`src/rtl/char_blitter.sv`:
```
`default_nettype none
// ============================================================================
//  Module   : char_blitter
//  Purpose  : Draws one glyph from an external glyph ROM as a stream of pixel
//             writes, with integer magnification m = scale+1 (1..4).
//  Options  : define CHAR_BLITTER_OPAQUE_EN to add bg_colour and plot clear
//             bits in the background colour (opaque text).
//  Revision : 1.0  initial release
// ============================================================================
module char_blitter #(
   parameter int GLYPH_W = 8,
   parameter int GLYPH_H = 10,
   parameter int CODE_W  = 6
) (
   input  logic                clk,
   input  logic                reset,
   input  logic                start,
   input  logic [CODE_W-1:0]   char_code,
   input  logic [7:0]          origin_x,
   input  logic [7:0]          origin_y,
   input  logic [5:0]          colour,
`ifdef CHAR_BLITTER_OPAQUE_EN
   input  logic [5:0]          bg_colour,
`endif
   input  logic [1:0]          scale,
   output logic [CODE_W+3:0]   rom_addr,
   input  logic [GLYPH_W-1:0]  rom_data,
   output logic [7:0]          out_x,
   output logic [7:0]          out_y,
   output logic [5:0]          out_colour,
   output logic                plot,
   input  logic                plot_ready,
   output logic                busy,
   output logic                done
);

   localparam logic [2:0] c_IDLE  = 3'd0;
   localparam logic [2:0] c_FETCH = 3'd1;
   localparam logic [2:0] c_LOAD  = 3'd2;
   localparam logic [2:0] c_DRAW  = 3'd3;
   localparam logic [2:0] c_DONE  = 3'd4;

   localparam logic [3:0] c_COL_LAST = 4'(GLYPH_W - 1);
   localparam logic [3:0] c_ROW_LAST = 4'(GLYPH_H - 1);

   logic [2:0]          r_state;
   logic [CODE_W-1:0]   r_code;
   logic [7:0]          r_ox;
   logic [7:0]          r_oy;
   logic [5:0]          r_colour;
   logic [1:0]          r_scale;
   logic [GLYPH_W-1:0]  r_bits;
   logic [3:0]          r_row;
   logic [1:0]          r_sy;
   logic [3:0]          r_col;
   logic [1:0]          r_sx;
   logic [7:0]          r_last_x;
   logic [7:0]          r_last_y;
   logic [5:0]          r_last_colour;
`ifdef CHAR_BLITTER_OPAQUE_EN
   logic [5:0]          r_bg;
`endif

   logic [2:0]          w_m;
   logic [GLYPH_W-1:0]  w_shift;
   logic                w_bit;
   logic [7:0]          w_x;
   logic [7:0]          w_y;
   logic                w_plot;
   logic [5:0]          w_pix_colour;
   logic                w_advance;
   logic                w_sx_last;
   logic                w_col_last;
   logic                w_sy_last;
   logic                w_row_last;

   // Current pixel position and bitmap bit; coordinates wrap modulo 256.
   assign w_m        = {1'b0, r_scale} + 3'd1;
   assign w_shift    = r_bits << r_col;
   assign w_bit      = w_shift[GLYPH_W-1];
   assign w_x        = r_ox + ({4'd0, r_col} * {5'd0, w_m}) + {6'd0, r_sx};
   assign w_y        = r_oy + ({4'd0, r_row} * {5'd0, w_m}) + {6'd0, r_sy};
   assign w_sx_last  = (r_sx == r_scale);
   assign w_sy_last  = (r_sy == r_scale);
   assign w_col_last = (r_col == c_COL_LAST);
   assign w_row_last = (r_row == c_ROW_LAST);

`ifdef CHAR_BLITTER_OPAQUE_EN
   assign w_plot       = (r_state == c_DRAW);
   assign w_pix_colour = w_bit ? r_colour : r_bg;
`else
   assign w_plot       = (r_state == c_DRAW) && w_bit;
   assign w_pix_colour = r_colour;
`endif

   // A plotted position waits for the framebuffer; a skipped one moves on.
   assign w_advance = (r_state == c_DRAW) && (!w_plot || plot_ready);

   assign rom_addr   = {r_code, r_row};
   assign plot       = w_plot;
   assign out_x      = w_plot ? w_x : r_last_x;
   assign out_y      = w_plot ? w_y : r_last_y;
   assign out_colour = w_plot ? w_pix_colour : r_last_colour;
   assign busy       = (r_state != c_IDLE);
   assign done       = (r_state == c_DONE);

   // Control FSM and the sx/col/sy/row scan counters.
   always_ff @(posedge clk) begin
      if (reset) begin
         r_state  <= c_IDLE;
         r_code   <= '0;
         r_ox     <= '0;
         r_oy     <= '0;
         r_colour <= '0;
         r_scale  <= '0;
         r_bits   <= '0;
         r_row    <= '0;
         r_sy     <= '0;
         r_col    <= '0;
         r_sx     <= '0;
`ifdef CHAR_BLITTER_OPAQUE_EN
         r_bg     <= '0;
`endif
      end else begin
         case (r_state)
            c_IDLE: begin
               if (start) begin
                  r_code   <= char_code;
                  r_ox     <= origin_x;
                  r_oy     <= origin_y;
                  r_colour <= colour;
                  r_scale  <= scale;
`ifdef CHAR_BLITTER_OPAQUE_EN
                  r_bg     <= bg_colour;
`endif
                  r_row    <= '0;
                  r_sy     <= '0;
                  r_col    <= '0;
                  r_sx     <= '0;
                  r_state  <= c_FETCH;
               end
            end
            c_FETCH: r_state <= c_LOAD;
            c_LOAD: begin
               r_bits  <= rom_data;
               r_state <= c_DRAW;
            end
            c_DRAW: begin
               if (w_advance) begin
                  if (!w_sx_last) begin
                     r_sx <= r_sx + 2'd1;
                  end else begin
                     r_sx <= '0;
                     if (!w_col_last) begin
                        r_col <= r_col + 4'd1;
                     end else begin
                        r_col <= '0;
                        if (!w_sy_last) begin
                           // Next sub-row reuses the latched bitmap.
                           r_sy <= r_sy + 2'd1;
                        end else begin
                           r_sy <= '0;
                           if (w_row_last) begin
                              r_state <= c_DONE;
                           end else begin
                              r_row   <= r_row + 4'd1;
                              r_state <= c_FETCH;
                           end
                        end
                     end
                  end
               end
            end
            c_DONE:  r_state <= c_IDLE;
            default: r_state <= c_IDLE;
         endcase
      end
   end

   // Remember the last plotted pixel so the outputs hold while plot is low.
   always_ff @(posedge clk) begin
      if (reset) begin
         r_last_x      <= '0;
         r_last_y      <= '0;
         r_last_colour <= '0;
      end else if (w_plot) begin
         r_last_x      <= w_x;
         r_last_y      <= w_y;
         r_last_colour <= w_pix_colour;
      end
   end

endmodule
`default_nettype wire

```
`config.mk`:
```
export PLATFORM = sky130hd
export DESIGN_NAME = char_blitter
export DESIGN_NICKNAME = d
export VERILOG_FILES = /design/src/rtl/char_blitter.sv
export SDC_FILE = /design/constraint.sdc
export NUM_CORES = 1
export LEC_CHECK = 0
export CORE_MARGIN = 3
export CORE_UTILIZATION = 25
export CTS_CLUSTER_SIZE = 28
export DETAILED_ROUTE_END_ITERATION = 10
export GPL_TIMING_DRIVEN = 1
export PLACE_DENSITY = 0.49
export SYNTH_ARGS = -nofsm -noshare
export SYNTH_HDL_FRONTEND = slang
export SYNTH_SLANG_ARGS = --single-unit
```
`constraint.sdc`:
```
create_clock -name clk -period 3.9 [get_ports clk]
set_clock_uncertainty 0.1 [all_clocks]
set_input_delay 0.39 -clock clk [delete_from_list [all_inputs] [get_ports clk]]
set_output_delay 0.39 -clock clk [all_outputs]
set_load 0.05 [all_outputs]
```
# Yosys cells after proc, flatten, opt, wreduce, memory -nomap -nowiden
# Index checks and enable logic that the tools add are counted.
[word_totals] register_bits=75 wordCells=83 input_bits=42 out_inout_bits=35
[op_classes] n_shift=1 addsub=9 mul=2 n_mux=30 n_eq_ne=14 n_reduce_logical=13
[op_table] op="4-bit two-way mux" n=9
[op_table] op="3-bit two-way mux" n=6
[op_table] op="8-bit by 2-bit adder with 8-bit output" n=2
[op_table] op="8-bit by 7-bit adder with 8-bit output" n=2
[op_table] op="8-bit two-way mux" n=2
[op_table] op="4-bit one-hot mux with 2 select lines" n=2
[op_table] op="4-bit by 3-bit multiplier with 7-bit output" n=2
[op_table] op="2-bit two-way mux" n=7
[op_table] op="2-bit != test, second input constant" n=6
[op_table] op="3-bit one-hot mux with 4 select lines" n=1
[op_table] op="5-bit AND reduction" n=2
[op_table] op="4-bit by 1-bit adder with 4-bit output, second input constant" n=2
[op_table] op="2-bit one-hot mux with 2 select lines" n=2
[op_table] op="8-bit by 4-bit << shifter with 8-bit output" n=1
[op_table] op="7-bit AND reduction" n=1
[op_table] op="3-bit by 2-bit == test with 1-bit output, second input constant" n=2
[op_table] op="6-bit two-way mux" n=1
[op_table] op="2-bit by 1-bit adder with 2-bit output, second input constant" n=2
[op_table] op="2-bit == test" n=2
[op_table] op="4-bit by 3-bit == test with 1-bit output, second input constant" n=1
[op_table] op="4-bit == test, second input constant" n=1
[op_table] op="4-bit AND reduction" n=1
[op_table] op="2-bit by 1-bit adder with 3-bit output, second input constant" n=1
[op_table] op="3-bit by 1-bit == test with 1-bit output, second input constant" n=1
[op_table] op="other kinds (9)" n=10

# Logic depth before layout (Yosys ltp)
[depth] word_depth=7 ltp_mapped=12 mapped_depth_nobuf=12

# Worst setup path after synthesis
# Ideal clock, no wire load.
[synth_path] kind="register -> output" from="register r_scale[1]" to="output port out_y[7]" path_slack_ns=-0.587 arrival_ns=3.997 t_required_ns=3.410 path_stages_with_launch=12 n_path_buf=0 cell_sequence="dfxtp_1 > ha_1 > and2_1 > fa_1 > inv_1 > fa_1 > inv_1 > ha_1 > or4_1 > o22ai_1 > xor2_1 > o21ai_0"
[synth_between] elab_chain_len=5
[synth_lines] element="start, declared" line_no="51" rtl="logic [1:0] r_scale;"
[synth_lines] element="start signal, assigned" line_no="132" rtl="r_scale <= scale;"
[synth_lines] element="2-bit by 1-bit adder with 3-bit output" line_no="78" rtl="assign w_m = {1'b0, r_scale} + 3'd1;"
[synth_lines] element="4-bit by 3-bit multiplier with 7-bit output" line_no="82" rtl="assign w_y = r_oy + ({4'd0, r_row} * {5'd0, w_m}) + {6'd0, r_sy};"
[synth_lines] element="8-bit by 7-bit adder with 8-bit output" line_no="82"
[synth_lines] element="8-bit by 2-bit adder with 8-bit output" line_no="82"
[synth_lines] element="8-bit two-way mux"
[synth_lines] element="end, declared" line_no="29" rtl="output logic [7:0] out_y,"
# No other way between the ends.

# Worst setup path after layout
[layout_path] from="register r_scale[0]" to="output port out_y[6]"
# The elaborated chain is that of the path after synthesis.

==> metrics.md <==
| Metric | Value |
|---|---|
| TritonRoute pass-1 iters | `4` |
| Hold buffers post-CTS | `0` |
| Met3 usage | `3.756%` |
| Via count | `3907` |
| Final wirelength | `12.11 mm` |
| Max-Cap Viols | `0` |
| Ports | `77` |
| Placement Setup Slack | `-0.08180 ns` |
| GRT met2 Usage | `21.04%` |
| Top post-synthesis cells by area | `dfxtp_1 (33%), fa_1 (8.0%), nand2_1 (7.7%)` |
| Synth cell count leaders | `nand2_1 (92), dfxtp_1 (75), inv_1 (47)` |
| Core area | `0.01748 mm2` |
| Worst skew pair latency | `0.34 ns` |
| DIE AREA | `0.01970 mm2` |
| Min Tclk post-route | `4.154 ns` |
| Pwr/cell area | `340.3 mW/mm2` |
| Register area share after synthesis | `33.28%` |
| Post-route ant nets | `0` |
| Total CTS buffers | `9` |
| Final max-slew violation count | `0` |
| Final nets | `705` |
| Vias in the first global route | `3985` |
| Cell variety after synth | `61` |
| Syn_area_per_cell | `8.513 um2` |
| Leading area contributor after synthesis | `dfxtp_1` |
| Met1 usage | `15.36%` |
| VDD IR-drop max | `198.5 uV` |
| Required @ worst endpoint | `3.41 ns` |
| Setup violations, final | `7` |
| First-pass GRT wire length | `19.84 mm` |
| Die Y | `140.3 um` |
| Crit-path max FO | `3` |
| Max frequency | `0.2408 GHz` |
| Mapped Nets | `612` |
| Initial antenna violation count | `0` |
| Cell area after synthesis | `0.004512 mm2` |
| CTS tree | `yes` |
| Crit path DAT | `3.66 ns` |
| Share of cells above drive strength 1 | `19.11%` |
| Leakage | `2.511 nW` |
| Core Rows | `48` |
| Core Util, Final | `35.84%` |
| Synth async-reset ratio | `0%` |
| Via density | `4.580` |
| Sink Count | `75` |
| Drt initial violations | `187` |
| CTS Root Cell | `clkbuf_16` |
| Failing checks | `setup timing` |
| Worst hold path type | `register to register` |
| Clk buf depth | `2` |
| Layout area overhead | `38.82%` |
| Number of synthesized flops with an enable pin | `0` |
| Grt total ovfl | `0` |
| HPWL Detailed | `8.903 mm` |
| Final Power | `2.132 mW` |
| H-tree levels | `3` |
| Crit. End Element | `primary output` |
| Setup TNS | `-0.9693 ns` |
| Setup crit start kind | `register` |
| Clk slew on worst S/H paths | `0.06 ns` |
| WL/cell | `14.19 um` |
| ANT cells | `0` |
| Period utilization | `106.5%` |
| Initial Utilization | `25.82%` |
| Busiest metal layer after global routing | `met2` |
| Slew margin rel. | `29.70%` |
| CP Class | `register to primary output` |
| Status | `finished with violations` |
| Slew @ Worst Pin | `1.046 ns` |
| GPL Wtd Cong | `0.7631` |
| Slack of the critical path | `-0.2535 ns` |
| RSZ-0062 raised after global routing | `yes` |
| Yosys reg bits | `75` |
| PortBufs | `76` |
| Chip Width | `140.3 um` |
| Post-synthesis cell count | `530` |
| Synth Flop Type | `dfxtp_1` |
| Top cell type's share of synthesized area | `33.28%` |
| YS warnings | `0` |
| Top-count cell post-synth | `nand2_1` |
| Largest net degree at the start of global routing | `31` |
| Final Hold Viols | `0` |
| DRC Markers | `0` |
| Total global-route track usage | `12.45%` |
==> critical path, cell delays in order, from the launching register on <==
cell and delay (ns):
dfxtp_2 0.34, ha_4 0.28, nand2_2 0.06, fa_1 0.49
inv_1 0.05, fa_1 0.52, ha_4 0.21, nor2b_4 0.12
o31a_1 0.31, or4b_4 0.50, a31o_4 0.25, nand2_4 0.07
buf_12 0.13
==> timing repair <==
item	in CTS	in global routing
setup buffers	3	3
setup endpoints to repair	9	16
gates cloned	0	0
hold endpoints to repair	0	0
resized for setup	19	20
pin swaps	15	19
==> layout by cell type (no fill, tap or decap), types with 11 or more instances in the layout <==
cell type,instances
a21oi_1,42
and2_1,22
buf_4,33
clkdlybuf4s50_1,59
dfxtp_1,70
fa_1,18
ha_1,18
inv_1,45
mux2_4,11
mux2i_1,11
nand2_1,89
nor2_1,29
o21ai_0,12
==> state kept, by name, summed over array words and instances, names as in the netlist <==
signal / count
r_bits: 8
r_code: 6
r_col: 4
r_colour: 6
r_last_colour: 6
r_last_x: 8
r_last_y: 8
r_ox: 8
r_oy: 8
r_row: 4
r_scale: 2
r_state: 3
r_sx: 2
r_sy: 2
==> per-stage QoR <==
stage,std cells,hold WS [ns],area [um2]
after global placement,831,0.3424,5697
final,853,0.3517,6264
after floorplan,530,0.3358,4542
after detailed placement,831,0.3474,5697
after CTS,850,0.3551,6158
after global routing,853,0.3678,6264
==> per-layer routing <==
layer / vias to the layer above / share of wire, %
met5: - / 0
met4: 0 / 1.3
met1: 1853 / 45
li1: 1981 / -
met2: 63 / 49
met3: 10 / 4.3
==> cells by family (layout without fill, tap and decap cells) <==
group | count (synthesis) | in the layout | share of synthesized area (%)
AND/OR/NAND/NOR | 204 | 204 | 22.19
adder cells (fa/ha/maj) | 40 | 40 | 14.09
multiplexers | 25 | 25 | 6.988
AO/OA/AOI/OAI | 105 | 105 | 14.64
flip-flops | 75 | 75 | 33.28
XOR/XNOR | 8 | 8 | 1.553
buffers and inverters | 73 | 171 | 7.266
==> report_power, final <==
| part | internal, mW | switching (mW) |
|---|---|---|
| sequential | 0.801 | 0.0253 |
| clock | 0.626 | 0.345 |
| combinational | 0.143 | 0.192 |
| total | 1.57 | 0.561 |
==> cell type report <==
class	instances	area, um2
inverters	48	185.2
repair buffers	107	1080
flip-flops and latches	75	1508
fillers	1743	11210
well taps	225	281.5
clock inverters	6	113.9
clock buffers	10	229.0
multi-input cells	382	2867
==> path summary, 6_finish.rpt <==
path	from	end	slack [ns]	cells after the start
setup / recovery	r_scale[0]$_SDFFE_PP0P_	out_y[6]	-0.25	12
hold / removal	r_code[1]$_SDFFE_PP0P_	r_code[1]$_SDFFE_PP0P_	0.35	2
setup reg to reg	r_scale[0]$_SDFFE_PP0P_	r_last_x[6]$_SDFF_PP0_	0.38	15
hold reg to reg	r_code[1]$_SDFFE_PP0P_	r_code[1]$_SDFFE_PP0P_	0.35	2
Note: power is estimated with default switching activity, not from simulation.
